File: config.mk
export PLATFORM = sky130hd
export DESIGN_NAME = ysyx_25030077_imm_pipe_flat
export DESIGN_NICKNAME = d
export VERILOG_FILES = /design/src/rtl/ysyx_25030077_imm_pkg.sv /design/src/rtl/ysyx_25030077_imm_pipe_if.sv /design/src/rtl/ysyx_25030077_imm_pipe_dec.sv /design/src/rtl/ysyx_25030077_imm_pipe.sv /design/src/flat_wrapper.sv
export SDC_FILE = /design/constraint.sdc
export NUM_CORES = 1
export LEC_CHECK = 0
export BUFFER_PORTS_ARGS = -buffer_cell sky130_fd_sc_hd__buf_2
export CAP_MARGIN = 30
export CORE_AREA = 5 5 128 130
export CTS_CLUSTER_DIAMETER = 100
export DETAILED_ROUTE_END_ITERATION = 10
export DIE_AREA = 0 0 133 135
export GPL_TIMING_DRIVEN = 0
export PLACE_DENSITY = 0.76
export SYNTH_ARGS = -nofsm -noshare
export SYNTH_HDL_FRONTEND = slang
export SYNTH_HIERARCHICAL = 1
export SYNTH_SLANG_ARGS = --single-unit
File: constraint.sdc
create_clock -name clock -period 4.8 [get_ports clock]
set_input_delay 0.72 -clock clock [delete_from_list [all_inputs] [get_ports clock]]
set_output_delay 0.72 -clock clock [all_outputs]
set_load 0.005 [all_outputs]
File: src/rtl/ysyx_25030077_imm_pkg.sv
// Shared types and constants for the NPC immediate-generation pipe.
// Optional feature macro used by this slice: YSYX_25030077_IMM_ALIGN_CHECK_EN.
package ysyx_25030077_imm_pkg;

    localparam int IMM_TYPE_W = 4;
    localparam int INSN_W     = 32;
    localparam int MAX_XLEN   = 64;

    // Immediate format selector; encodings 10..15 behave as IMM_NONE.
    typedef enum logic [IMM_TYPE_W-1:0] {
        IMM_NONE    = 4'd0,
        IMM_I       = 4'd1,
        IMM_U       = 4'd2,
        IMM_PC4     = 4'd3,
        IMM_S       = 4'd4,
        IMM_SHAMT   = 4'd5,
        IMM_CSRADDR = 4'd6,
        IMM_B       = 4'd7,
        IMM_J       = 4'd8,
        IMM_ZIMM    = 4'd9
    } imm_type_e;

    // Widest view of one pipeline entry (XLEN=64 layout).
    typedef struct packed {
        logic [MAX_XLEN-1:0] imm;
        logic [MAX_XLEN-1:0] target;
        imm_type_e           imm_type;
        logic                misalign;
    } imm_entry_t;

    // Control-transfer formats whose target must be 4-byte aligned.
    function automatic logic is_branch_type(input logic [IMM_TYPE_W-1:0] t);
        return (t == IMM_B) || (t == IMM_J);
    endfunction

endpackage

File: src/rtl/ysyx_25030077_imm_pipe_if.sv
// Handshake and data bundle between decoder, imm pipe and execute stage.
// With YSYX_25030077_IMM_ALIGN_CHECK_EN defined an extra misalign flag is carried.
interface ysyx_25030077_imm_pipe_if #(
    parameter int XLEN = 32
);
    import ysyx_25030077_imm_pkg::*;

    logic                  io_in_valid;
    logic                  io_in_ready;
    logic [INSN_W-1:0]     io_in_instruction;
    logic [IMM_TYPE_W-1:0] io_in_imm_type;
    logic [XLEN-1:0]       io_in_pc;
    logic                  io_out_valid;
    logic                  io_out_ready;
    logic [XLEN-1:0]       io_out_imm;
    logic [XLEN-1:0]       io_out_target;
    logic [IMM_TYPE_W-1:0] io_out_imm_type;
`ifdef YSYX_25030077_IMM_ALIGN_CHECK_EN
    logic                  io_out_misalign;
`endif

    // Pipe side: consumes the input entry, produces the output entry.
    modport slave (
        input  io_in_valid, io_in_instruction, io_in_imm_type, io_in_pc, io_out_ready,
`ifdef YSYX_25030077_IMM_ALIGN_CHECK_EN
        output io_out_misalign,
`endif
        output io_in_ready, io_out_valid, io_out_imm, io_out_target, io_out_imm_type
    );

    // Surrounding side: decoder drives inputs, execute stage drains outputs.
    modport master (
        output io_in_valid, io_in_instruction, io_in_imm_type, io_in_pc, io_out_ready,
`ifdef YSYX_25030077_IMM_ALIGN_CHECK_EN
        input  io_out_misalign,
`endif
        input  io_in_ready, io_out_valid, io_out_imm, io_out_target, io_out_imm_type
    );

endinterface

File: src/rtl/ysyx_25030077_imm_pipe_dec.sv
// Combinational immediate decoder: raw instruction + format selector -> XLEN immediate.
// Not affected by YSYX_25030077_IMM_ALIGN_CHECK_EN.
module ysyx_25030077_imm_dec
    import ysyx_25030077_imm_pkg::*;
#(
    parameter int XLEN       = 32,
    parameter int ILEN_BYTES = 4
) (
    input  logic [INSN_W-1:0]     insn,
    input  logic [IMM_TYPE_W-1:0] imm_type,
    output logic [XLEN-1:0]       imm
);

    // Sign-carrying 32-bit forms; widening them to XLEN sign-extends.
    logic signed [31:0] sx_i;
    logic signed [31:0] sx_u;
    logic signed [31:0] sx_s;
    logic signed [31:0] sx_b;
    logic signed [31:0] sx_j;
    logic               unused_opcode;

    assign sx_i = {{20{insn[31]}}, insn[31:20]};
    assign sx_u = {insn[31:12], 12'h000};
    assign sx_s = {{20{insn[31]}}, insn[31:25], insn[11:7]};
    assign sx_b = {{19{insn[31]}}, insn[31], insn[7], insn[30:25], insn[11:8], 1'b0};
    assign sx_j = {{11{insn[31]}}, insn[31], insn[19:12], insn[20], insn[30:21], 1'b0};

    // The opcode field never contributes to an immediate.
    assign unused_opcode = ^insn[6:0];

    // Select the immediate for the requested format; unknown selectors give zero.
    always_comb begin
        imm = '0;
        case (imm_type)
            IMM_I:       imm = XLEN'(sx_i);
            IMM_U:       imm = XLEN'(sx_u);
            IMM_PC4:     imm = XLEN'(ILEN_BYTES);
            IMM_S:       imm = XLEN'(sx_s);
            IMM_SHAMT:   imm = (XLEN == 64) ? XLEN'(insn[25:20]) : XLEN'(insn[24:20]);
            IMM_CSRADDR: imm = XLEN'(insn[31:20]);
            IMM_B:       imm = XLEN'(sx_b);
            IMM_J:       imm = XLEN'(sx_j);
            IMM_ZIMM:    imm = XLEN'(insn[19:15]);
            default:     imm = '0;
        endcase
    end

endmodule

File: src/rtl/ysyx_25030077_imm_pipe.sv
// Pipelined immediate generation with pc+imm target and a 2-entry skid buffer.
// Define YSYX_25030077_IMM_ALIGN_CHECK_EN to add the registered io_out_misalign flag.
module ysyx_25030077_imm_pipe
    import ysyx_25030077_imm_pkg::*;
#(
    parameter int XLEN       = 32,
    parameter int ILEN_BYTES = 4
) (
    input logic                     clock,
    input logic                     reset,
    input logic                     io_flush,
    ysyx_25030077_imm_pipe_if.slave io
);

    // One stored entry, sized to this instance's XLEN.
    typedef struct packed {
        logic [XLEN-1:0]       imm;
        logic [XLEN-1:0]       target;
        logic [IMM_TYPE_W-1:0] imm_type;
`ifdef YSYX_25030077_IMM_ALIGN_CHECK_EN
        logic                  misalign;
`endif
    } stage_t;

    logic [XLEN-1:0] dec_imm;
    stage_t          new_entry;
    stage_t          m_entry;
    stage_t          k_entry;
    logic            m_valid;
    logic            k_valid;
    logic            in_accept;
    logic            out_fire;

    ysyx_25030077_imm_dec #(
        .XLEN       (XLEN),
        .ILEN_BYTES (ILEN_BYTES)
    ) u_dec (
        .insn     (io.io_in_instruction),
        .imm_type (io.io_in_imm_type),
        .imm      (dec_imm)
    );

    // Ready depends only on the skid register, so no path from io_out_ready.
    assign in_accept = io.io_in_valid && !k_valid;
    assign out_fire  = m_valid && io.io_out_ready;

    // Build the entry to capture: immediate, wrapping pc+imm, echoed type.
    always_comb begin
        new_entry          = '0;
        new_entry.imm      = dec_imm;
        new_entry.target   = io.io_in_pc + dec_imm;
        new_entry.imm_type = io.io_in_imm_type;
`ifdef YSYX_25030077_IMM_ALIGN_CHECK_EN
        new_entry.misalign = is_branch_type(io.io_in_imm_type) && new_entry.target[1];
`endif
    end

    // Main (M) and skid (K) registers: K always holds the younger entry, so
    // draining K into M on a fire keeps FIFO order; flush beats accept.
    always_ff @(posedge clock or negedge reset) begin
        if (!reset) begin
            m_valid <= 1'b0;
            k_valid <= 1'b0;
            m_entry <= '0;
            k_entry <= '0;
        end else if (io_flush) begin
            m_valid <= 1'b0;
            k_valid <= 1'b0;
        end else if (out_fire) begin
            if (k_valid) begin
                m_entry <= k_entry;
                k_valid <= 1'b0;
            end else if (in_accept) begin
                m_entry <= new_entry;
            end else begin
                m_valid <= 1'b0;
            end
        end else if (m_valid) begin
            if (in_accept) begin
                k_entry <= new_entry;
                k_valid <= 1'b1;
            end
        end else if (in_accept) begin
            m_entry <= new_entry;
            m_valid <= 1'b1;
        end
    end

    assign io.io_in_ready     = !k_valid;
    assign io.io_out_valid    = m_valid;
    assign io.io_out_imm      = m_entry.imm;
    assign io.io_out_target   = m_entry.target;
    assign io.io_out_imm_type = m_entry.imm_type;
`ifdef YSYX_25030077_IMM_ALIGN_CHECK_EN
    assign io.io_out_misalign = m_entry.misalign;
`endif

endmodule

File: src/flat_wrapper.sv
// flat-port wrapper written by rule: the top's interface ports become plain ports
module ysyx_25030077_imm_pipe_flat import ysyx_25030077_imm_pkg::*;
#(
    parameter int XLEN       = 32,
    parameter int ILEN_BYTES = 4
)
  (clock, reset, io_flush, io_io_in_valid, io_io_in_instruction, io_io_in_imm_type, io_io_in_pc, io_io_out_ready, io_io_in_ready, io_io_out_valid, io_io_out_imm, io_io_out_target, io_io_out_imm_type);
  ysyx_25030077_imm_pipe_if #(.XLEN(XLEN)) io_i ();
  input logic clock;
  input logic reset;
  input logic io_flush;
  input wire logic [$bits(io_i.io_in_valid)-1:0] io_io_in_valid;
  input wire logic [$bits(io_i.io_in_instruction)-1:0] io_io_in_instruction;
  input wire logic [$bits(io_i.io_in_imm_type)-1:0] io_io_in_imm_type;
  input wire logic [$bits(io_i.io_in_pc)-1:0] io_io_in_pc;
  input wire logic [$bits(io_i.io_out_ready)-1:0] io_io_out_ready;
  output wire logic [$bits(io_i.io_in_ready)-1:0] io_io_in_ready;
  output wire logic [$bits(io_i.io_out_valid)-1:0] io_io_out_valid;
  output wire logic [$bits(io_i.io_out_imm)-1:0] io_io_out_imm;
  output wire logic [$bits(io_i.io_out_target)-1:0] io_io_out_target;
  output wire logic [$bits(io_i.io_out_imm_type)-1:0] io_io_out_imm_type;
  assign io_i.io_in_valid = io_io_in_valid;
  assign io_i.io_in_instruction = io_io_in_instruction;
  assign io_i.io_in_imm_type = io_io_in_imm_type;
  assign io_i.io_in_pc = io_io_in_pc;
  assign io_i.io_out_ready = io_io_out_ready;
  assign io_io_in_ready = io_i.io_in_ready;
  assign io_io_out_valid = io_i.io_out_valid;
  assign io_io_out_imm = io_i.io_out_imm;
  assign io_io_out_target = io_i.io_out_target;
  assign io_io_out_imm_type = io_i.io_out_imm_type;
  ysyx_25030077_imm_pipe #(.XLEN(XLEN), .ILEN_BYTES(ILEN_BYTES)) u_core (.clock(clock), .reset(reset), .io_flush(io_flush), .io(io_i));
endmodule
Yosys cells after proc, flatten, opt, wreduce, memory -nomap -nowiden. Cells that the tools add are included.

Bits in writable memories: 0. ROM bits: 0. Input bits: 73. Word-level logic and storage cells: 47. Latch bits: 0. Output and inout port bits: 70. Bits in registers: 138. Memories: 0.

Muxes and demuxes: 15. Reduce and logical (&&, ||, !) cells: 9. Bitwise logic cells: 2. Eq/ne operators: 12. $lt $le $gt $ge: 0. Divide/modulo/power cells: 0. Shifts and indexed selects: 0. Add/sub/neg operators: 1. Multiply operators: 0.

Operators by type and width (count): 32-bit case mux with 9 select lines (1); 68-bit 2-to-1 mux (4); 32-bit adder (1); 4-bit by 3-bit equality test with 1-bit output (second input constant) (4); 1-bit 2-to-1 mux (10); 4-bit by 2-bit equality test with 1-bit output (second input constant) (2); 4-bit equality test (second input constant) (2); 3-bit inequality test (second input constant) (2); 2-bit AND reduction (3); 3-bit nonzero test (2); 4-bit by 1-bit equality test with 1-bit output (second input constant) (1); 4-bit AND reduction (1); 1-bit logical AND (2); 2-bit inequality test (second input constant) (1); 1-bit inverter (2); 1-bit zero test (1).

Logic depth before layout (Yosys ltp). Gate-level depths: netlist (run 1).

Word-level depth: 6. Gate-level depth with buffers: 15. Gate-level depth less buffers: 13.

By module. Netlist (run 1), hierarchy kept.

By module, submodules not included: ysyx_25030077_imm_pipe (area each 7338.3 um2, cells each 825, instances 1, seq. area each 3453.3 um2); ysyx_25030077_imm_dec (area each 633.1 um2, cells each 90, instances 1, seq. area each 0.0 um2).

Worst setup path before layout (run 1). OpenSTA, ideal clock, no wires.

Path type: input port to flip-flop. Start point: input io_io_in_imm_type[2]. End point: register u_core/k_entry[30] in the netlist's numbering. Path slack: 1228 ps. Setup time: 76 ps. Arrival: 3495 ps. Stages: 14. Buffers on the path: 1. Data required time: 4724 ps. Path through: buf_4 > nand2b_1 > nor2_1 > a32o_1 > a21o_1 > ha_1 > fa_1 > a21o_1 > and4_4 > o21a_1 > a211oi_4 > o21bai_2 > mux2_1 > o21ai_1.

Longest elaborated chain between the ends: 3. Elaborated cells between the ends (all ways): 11. Those cells by class: 1 x add/sub; 9 x eq/ne; 1 x mux.

Ends and longest elaborated chain: start: declaration (line flat_wrapper.sv:14) `input wire logic [$bits(io_i.io_in_imm_type)-1:0] io_io_in_imm_type;`; 4-bit equality test, or another cell as far along (line ysyx_25030077_imm_pipe_dec.sv:34) `case (imm_type)`; 32-bit case mux with 9 select lines * (line ysyx_25030077_imm_pipe_dec.sv:34); net u_core.dec_imm[0] (line ysyx_25030077_imm_pipe.sv:25) `logic [XLEN-1:0] dec_imm;`; 32-bit adder * (line ysyx_25030077_imm_pipe.sv:51) `new_entry.target = io.io_in_pc + dec_imm;`; end signal: assignment (line ysyx_25030077_imm_pipe.sv:80) `k_entry <= new_entry;`; end: declaration (line ysyx_25030077_imm_pipe.sv:28) `stage_t k_entry;`.

The timed path passes the listed nets; every way through them passes the cells marked *. A chain may end at the register's enable or synchronous reset.

Worst setup path after layout (run 1).
Start point: input io_io_in_imm_type[2]. End point: register u_core/k_entry[22] in the netlist's numbering.

The elaborated chain is that of the path after synthesis.

==> impl_metrics.py, run 1 <==
metrics = {
    "detailed_routing": {
        "drt_iter0_markers": 777,
        "dr_total_vias": 7566,
        "viasPerCell": 5.94,
        "ant_nets": 0,
        "drc": 0,
        "drt_wl_total_mm": 23.6,
        "first_pass_iters": 5,
        "drt-wirelength-per-cell_um": 18.6,
    },
    "critical_path": {
        "crit_path_frequent_cell": "a21o_1",
        "cp-start-kind": "primary input",
        "r2r_slack_ns": 2.19,
        "critical_path_required_ns": 5.08,
        "path_cells": "buf_2 > buf_4 > nand2b_1 > nor2_1 > a32o_1 > a21o_1 > ha_1 > fa_1 > a21o_1 > and4_4 > o21a_1 > a211oi_4 > o21bai_2 > xnor2_1 > o21ai_0",
        "crit_path_max_fanout": 10,
        "r2r_cells": 8,
        "r2r_start": "u_core/io.io_out_valid",
        "crit_buf_inv": 2,
        "crit_type": "in2reg",
        "endpoint_kind": "register",
        "cp_slowest_stage_delay_ns": 0.42,
        "cp_top_family": "compound AO/OA/AOI/OAI gates",
        "r2r-end": "u_core/io.io_out_imm[12]",
        "arrival_ns": 4.00,
        "crit_path_top_delay_cell": "fa_1",
    },
    "worst_hold_path": {
        "hp-class": "in2async",
    },
    "synthesis": {
        "ys_seq_elements": 138,
        "syn-num-nets": 1020,
        "ys_warn_count": 6,
        "synth.avg_cell_area_um2": 8.71,
        "synthArstFlopShare": 1.00,
        "synthCells": 915,
        "synth_seq_area_share": 0.433,
        "netlist_area_mm2": 0.00797,
        "synth_ff_type": "dfrtp_1",
        "synth.distinct_cells": 79,
        "synth_edf_count": 0,
    },
    "floorplanning": {
        "start_util": 0.530,
        "core_area_mm2": 0.0150,
        "dieHeight_um": 135,
        "fp.dieW_um": 133,
        "io_pins": 143,
        "row_count": 45,
        "die_area_mm2": 0.0180,
    },
    "clock_tree": {
        "cts_hold_buffers": 0,
        "clock_latency_ns": 0.43,
        "ctsResizeCount": 0,
        "post-cts-setup-buffer-count": 0,
        "clkSinkCount": 138,
        "cts_root_buf": "clkbuf_16",
        "clkTransAtPathRegs_ns": 0.06,
        "clk_path_buf_depth": 2,
        "cts_buffers": 17,
        "cts_tree": "built",
        "cts.htree.levels": 4,
    },
    "timing": {
        "min_period_over_period": 0.775,
        "slew_headroom": 0.407,
        "setup_viol": 0,
        "hold_viol": 0,
        "worst_pin_slew_ns": 0.890,
        "final.setup.worst_slack_ns": 1.08,
        "skew_ns": 0.00904,
        "period_needed_ns": 3.72,
        "tns_ns": 0,
        "drv_slew": 0,
        "fmaxAchievable_mhz": 269,
        "rsz0062_at_grt": "false",
    },
    "global_routing": {
        "grt_remaining_overflow": 0,
        "grt_max_degree": 77,
        "grt_usage": 0.263,
        "antenna_found_initial": 1,
        "grt_pass1_wl_mm": 37.3,
        "grt_pass1_vias": 7249,
    },
    "run_status": {
        "status": "completed",
    },
    "layout": {
        "instances_no_fill": 1273,
        "ff_latch_area_mm2": 0.00345,
        "drive_gt1_frac": 0.210,
        "layout.nets": 1176,
        "area_growth_syn_to_layout_pct": 19.4,
        "multi_input_area_mm2": 0.00420,
        "fillers": 1257,
    },
    "place": {
        "gp_congestion": 0.924,
        "hpwlAfterDp_mm": 18.0,
        "place_ws_ns": 0.690,
        "io_buffers": 135,
        "placedCellCount": 1240,
    },
    "power": {
        "p_per_area_mw_per_mm2": 403,
        "finalPower_mw": 3.83,
        "ir_worst_vdd_mv": 0.266,
        "power_leakage_nw": 4.59,
    },
    "job": {
        "maxCapViolations": 0,
    },
}
-- power by group --
group          switching (mW)  total (mW)  internal, mW
clock network           0.522        1.30         0.780
registers               0.141        1.57          1.43
logic                   0.547       0.961         0.413
total                    1.21        3.83          2.62
-- routing by layer --
layer | track usage | up-vias | share of wire
li1 | - | 3562 | -
met1 | 0.360 | 3626 | 0.44
met2 | 0.412 | 332 | 0.46
met3 | 0.0596 | 46 | 0.073
met4 | 0.0964 | 0 | 0.027
met5 | 0 | - | 0
-- registers in the layout, summed over array words and instances, names as in the netlist --
name,cells
u_core/io.io_out_valid,1
u_core/k_entry,68
u_core/io.io_out_target,32
u_core/io.io_out_imm_type,4
u_core/io.io_out_imm,32
u_core/k_valid,1
-- per-stage QoR --
step	area (um^2)	hold slack, ns	util
2_1_floorplan	7970	0.424	-
3_3_place_gp	8880	0.457	0.591
6_report	9510	0.286	0.633
5_1_grt	9510	0.317	0.633
4_1_cts	9510	0.301	0.633
3_5_place_dp	8930	0.463	0.594
-- worst reg2reg max path: cells and delay by family, from the launching register on --
| kind | cells | cell delay [ns] |
|---|---|---|
| AOI/OAI and AO/OA | 2 | 0.56 |
| buffers and inverters | 3 | 1.34 |
| DFF | 1 | 0.37 |
| and+or+nand+nor | 3 | 0.27 |
-- cell type report --
| class | instances | area share |
|---|---|---|
| Tap cell | 188 | 0.0247 |
| Clock inverter | 14 | 0.0153 |
| Sequential cell | 138 | 0.363 |
| Buffer | 54 | 0.0289 |
| Timing Repair Buffer | 137 | 0.0757 |
| Inverter | 12 | 0.00473 |
| Antenna cell | 1 | 0.000263 |
| Clock buffer | 18 | 0.0462 |
| Multi-Input combinational cell | 711 | 0.441 |
-- logic make-up (layout without fill, tap and decap cells) --
family,count (synthesis),after routing,share of synthesized area
AND/OR/NAND/NOR,340,340,0.189
AO/OA/AOI/OAI,303,303,0.243
flip-flops,138,138,0.433
buffers and inverters,66,235,0.0402
XOR/XNOR,33,33,0.0386
adder cells (fa/ha/maj),32,32,0.0512
multiplexers,3,3,0.00408
other,0,1,0
-- Yosys cell counts, types with 3 or more instances --
| cell type | instances | area share |
|---|---|---|
| nand2b_1 | 4 | 0.0031 |
| a221o_1 | 5 | 0.0063 |
| buf_6 | 3 | 0.0042 |
| nand2_2 | 12 | 0.0094 |
| o21bai_1 | 7 | 0.0066 |
| o21a_1 | 5 | 0.0047 |
| nand3_1 | 10 | 0.0063 |
| o21ai_0 | 35 | 0.022 |
| a211oi_1 | 4 | 0.0038 |
| a21o_1 | 17 | 0.016 |
| o211ai_1 | 5 | 0.0047 |
| nor2b_1 | 5 | 0.0039 |
| nand4_1 | 8 | 0.0063 |
| and2_1 | 10 | 0.0078 |
| nand2_1 | 198 | 0.093 |
| a21oi_2 | 3 | 0.0033 |
| xnor2_1 | 17 | 0.019 |
| and3_1 | 7 | 0.0055 |
| buf_2 | 7 | 0.0044 |
| buf_4 | 3 | 0.0028 |
| ha_1 | 31 | 0.049 |
| clkbuf_1 | 34 | 0.016 |
| o22ai_1 | 66 | 0.052 |
| o21ai_1 | 9 | 0.0057 |
| clkbuf_8 | 3 | 0.0052 |
| nor2_1 | 63 | 0.030 |
| or3_1 | 3 | 0.0024 |
| a21oi_1 | 109 | 0.068 |
| o22a_1 | 3 | 0.0033 |
| buf_1 | 4 | 0.0019 |
| o21ai_2 | 3 | 0.0033 |
| nor3_1 | 4 | 0.0025 |
| dfrtp_1 | 138 | 0.43 |
| a211o_1 | 4 | 0.0044 |
| xor2_1 | 15 | 0.016 |
| inv_1 | 12 | 0.0057 |
-- worst max-delay path by stage --
stage                              start                           to  slack [ns]  cells after the start
finish              io_io_in_imm_type[2]           u_core/k_entry[22]        1.08                     15
global placement    io_io_in_imm_type[2]  u_core/io.io_out_target[30]        0.70                     15
detailed placement  io_io_in_imm_type[2]  u_core/io.io_out_target[30]        0.69                     15
CTS                 io_io_in_imm_type[2]  u_core/io.io_out_target[30]        1.11                     15
floorplan           io_io_in_imm_type[2]           u_core/k_entry[30]        1.23                     14
global route        io_io_in_imm_type[2]  u_core/io.io_out_target[30]        0.92                     15
-- layout by cell type, fill, tap and decap left out, drive strengths merged, types with 15 or more instances in the layout --
| cell | count |
|---|---|
| nand2 | 210 |
| buf | 154 |
| dfrtp | 138 |
| a21oi | 112 |
| o22ai | 66 |
| nor2 | 64 |
| clkbuf | 55 |
| o21ai | 47 |
| ha | 31 |
| a21o | 19 |
| xnor2 | 17 |
| xor2 | 16 |
| inv | 15 |
No activity file was read; power rests on OpenSTA's default activity.
==> run 2: changes to the inputs <==
clock period = 3.6 ns   (was 4.8 ns; I/O delays follow)
==> run 2 against run 1 <==
Against the previous run:
- count of clock-buffer cells in the layout unchanged
- design area up 0.18%
- non-clock buffer count unchanged
- clock power up 34%
- wire length up 0.20%
- critical path type unchanged
- clock skew up 0.0013 ns
- final cell count unchanged
- register-to-register slack worse by 1.2 ns
- highest routed layer unchanged
- hold slack worse by 0.18 ns
==> impl_metrics.py, run 2 (synthesized netlist as in run 1, its figures left out) <==
metrics = {
    "global_routing": {
        "grt_pass1_wl_mm": 37.3,
        "grt_pass1_vias": 7249,
        "grt_usage": 0.263,
        "antenna_found_initial": 1,
        "grt_max_degree": 77,
        "grt_remaining_overflow": 0,
    },
    "critical_path": {
        "crit_buf_inv": 2,
        "arrival_ns": 3.81,
        "crit_type": "in2reg",
        "crit_path_max_fanout": 10,
        "cp_slowest_stage_delay_ns": 0.42,
        "critical_path_required_ns": 3.88,
        "crit_path_frequent_cell": "a21o_1",
        "endpoint_kind": "register",
        "crit_path_top_delay_cell": "fa_1",
        "cp-start-kind": "primary input",
        "path_cells": "buf_2 > buf_4 > nor2b_1 > a32o_1 > a21o_1 > ha_1 > fa_1 > a21o_1 > and4_4 > o21a_1 > a211oi_4 > o21bai_2 > xnor2_1 > o21ai_0",
        "cp_top_family": "compound AO/OA/AOI/OAI gates",
    },
    "power": {
        "power_switching_mw": 1.62,
        "p_per_area_mw_per_mm2": 537,
        "comb_power_share": 0.251,
        "p_int_mw": 3.50,
        "switching_share": 0.316,
        "ir_worst_vdd_mv": 0.353,
        "power_leakage_nw": 4.60,
        "p_seq_frac": 0.409,
        "clockPowerShare": 0.340,
    },
    "timing": {
        "period_needed_ns": 3.53,
        "worst_pin_slew_ns": 0.887,
        "setup_viol": 0,
        "slew_headroom": 0.408,
        "min_period_over_period": 0.980,
        "final.setup.worst_slack_ns": 0.0730,
        "fmaxAchievable_mhz": 284,
        "rsz0062_at_grt": "false",
        "hold_viol": 0,
        "tns_ns": 0,
        "whs_ns": 0.104,
        "drv_slew": 0,
        "skew_ns": 0.0103,
    },
    "detailed_routing": {
        "drt-wirelength-per-cell_um": 18.6,
        "first_pass_iters": 6,
        "drt_iter0_markers": 792,
        "drt_wl_total_mm": 23.7,
        "drc": 0,
        "ant_nets": 0,
        "viasPerCell": 5.94,
        "dr_total_vias": 7560,
    },
    "floorplanning": {
        "core_area_mm2": 0.0150,
        "io_pins": 143,
        "row_count": 45,
        "die_area_mm2": 0.0180,
        "start_util": 0.530,
        "dieHeight_um": 135,
        "fp.dieW_um": 133,
    },
    "run_status": {
        "status": "completed",
    },
    "layout": {
        "mostFrequentLayoutCells": "198 x nand2_1, 141 x buf_2, 138 x dfrtp_1",
        "layout.nets": 1176,
        "largest_register_ffs": 68,
        "stdcell_area_mm2": 0.00953,
        "drive_gt1_frac": 0.213,
        "top_register": "u_core/k_entry",
        "layout_commonest_cell": "nand2_1",
        "area_growth_syn_to_layout_pct": 19.6,
    },
    "place": {
        "gp_congestion": 0.924,
        "io_buffers": 135,
        "place_ws_ns": -0.330,
        "hpwlAfterDp_mm": 18.0,
        "dpl_cell_area_mm2": 0.00893,
    },
    "clock_tree": {
        "cts.htree.levels": 4,
        "cts_buffers": 17,
        "clkTransAtPathRegs_ns": 0.06,
        "cts_tree": "built",
        "clkSinkCount": 138,
        "cts_root_buf": "clkbuf_16",
        "clock_latency_ns": 0.43,
        "clk_path_buf_depth": 2,
        "post-cts-setup-buffer-count": 0,
    },
    "worst_hold_path": {
        "hp-class": "in2async",
    },
    "job": {
        "maxCapViolations": 0,
    },
}
[run 2: cell types whose count changed in the layout (fill, tap and decap cells not counted)]
cell / change
nand2b_2: +1
o311ai_1: -1
xnor2_1: -1
xnor2_2: +1
o311ai_2: +1
nand2b_1: -1
[run 2: worst paths after layout]
check / cells past startpoint / slack (ns) / startpoint / endpoint
worst max-delay path: 14 / 0.07 / io_io_in_imm_type[2] / u_core/k_entry[22]
worst min-delay path: 1 / 0.10 / reset / u_core/k_entry[10]
worst max register to register: 8 / 0.98 / u_core/io.io_out_valid / u_core/io.io_out_imm[19]
worst min register to register: 2 / 0.48 / u_core/k_entry[9] / u_core/k_entry[9]
max in group asynchronous: 2 / 2.72 / reset / u_core/io.io_out_imm[29]
min in group clock: 2 / 0.34 / io_io_out_ready / u_core/k_valid
[run 2: repair_timing]
item / 4_1_cts / 5_1_grt
hold buffers: 0 / 0
gates resized for setup: 0 / 3
endpoints found under the setup margin: 0 / 7
[run 2: stage by stage]
step | utilization | power, mW | std cells
floorplan | - | 2.88 | 915
detailed placement | 0.594 | 3.38 | 1240
finish | 0.634 | 5.11 | 1273
global route | 0.634 | 5.39 | 1273
global placement | 0.591 | 3.34 | 1238
CTS | 0.633 | 5.12 | 1272
[run 2: power groups by stage]
stage | registers [mW] | clock network, mW | logic [mW]
global route | 2.14 | 1.83 | 1.42
floorplan | 2.11 | 0 | 0.773
detailed placement | 2.12 | 0 | 1.26
CTS | 2.09 | 1.75 | 1.28
global placement | 2.10 | 0 | 1.23
finish | 2.09 | 1.74 | 1.28
[run 2: cell type report]
type / instances / area (um^2)
Clock inverter: 14 / 145
Antenna cell: 1 / 2.50
Multi-Input combinational cell: 711 / 4220
Timing Repair Buffer: 137 / 721
Buffer: 54 / 275
Sequential cell: 138 / 3450
Fill cell: 1259 / 5500
Tap cell: 188 / 235
Clock buffer: 18 / 439
Inverter: 12 / 45.0
[run 2: metal layers]
metal / up-vias / share of wire / track usage
met5: - / 0 / 0
met3: 43 / 0.077 / 0.0596
met2: 331 / 0.46 / 0.412
met1: 3624 / 0.44 / 0.360
met4: 0 / 0.026 / 0.0964
li1: 3562 / - / -
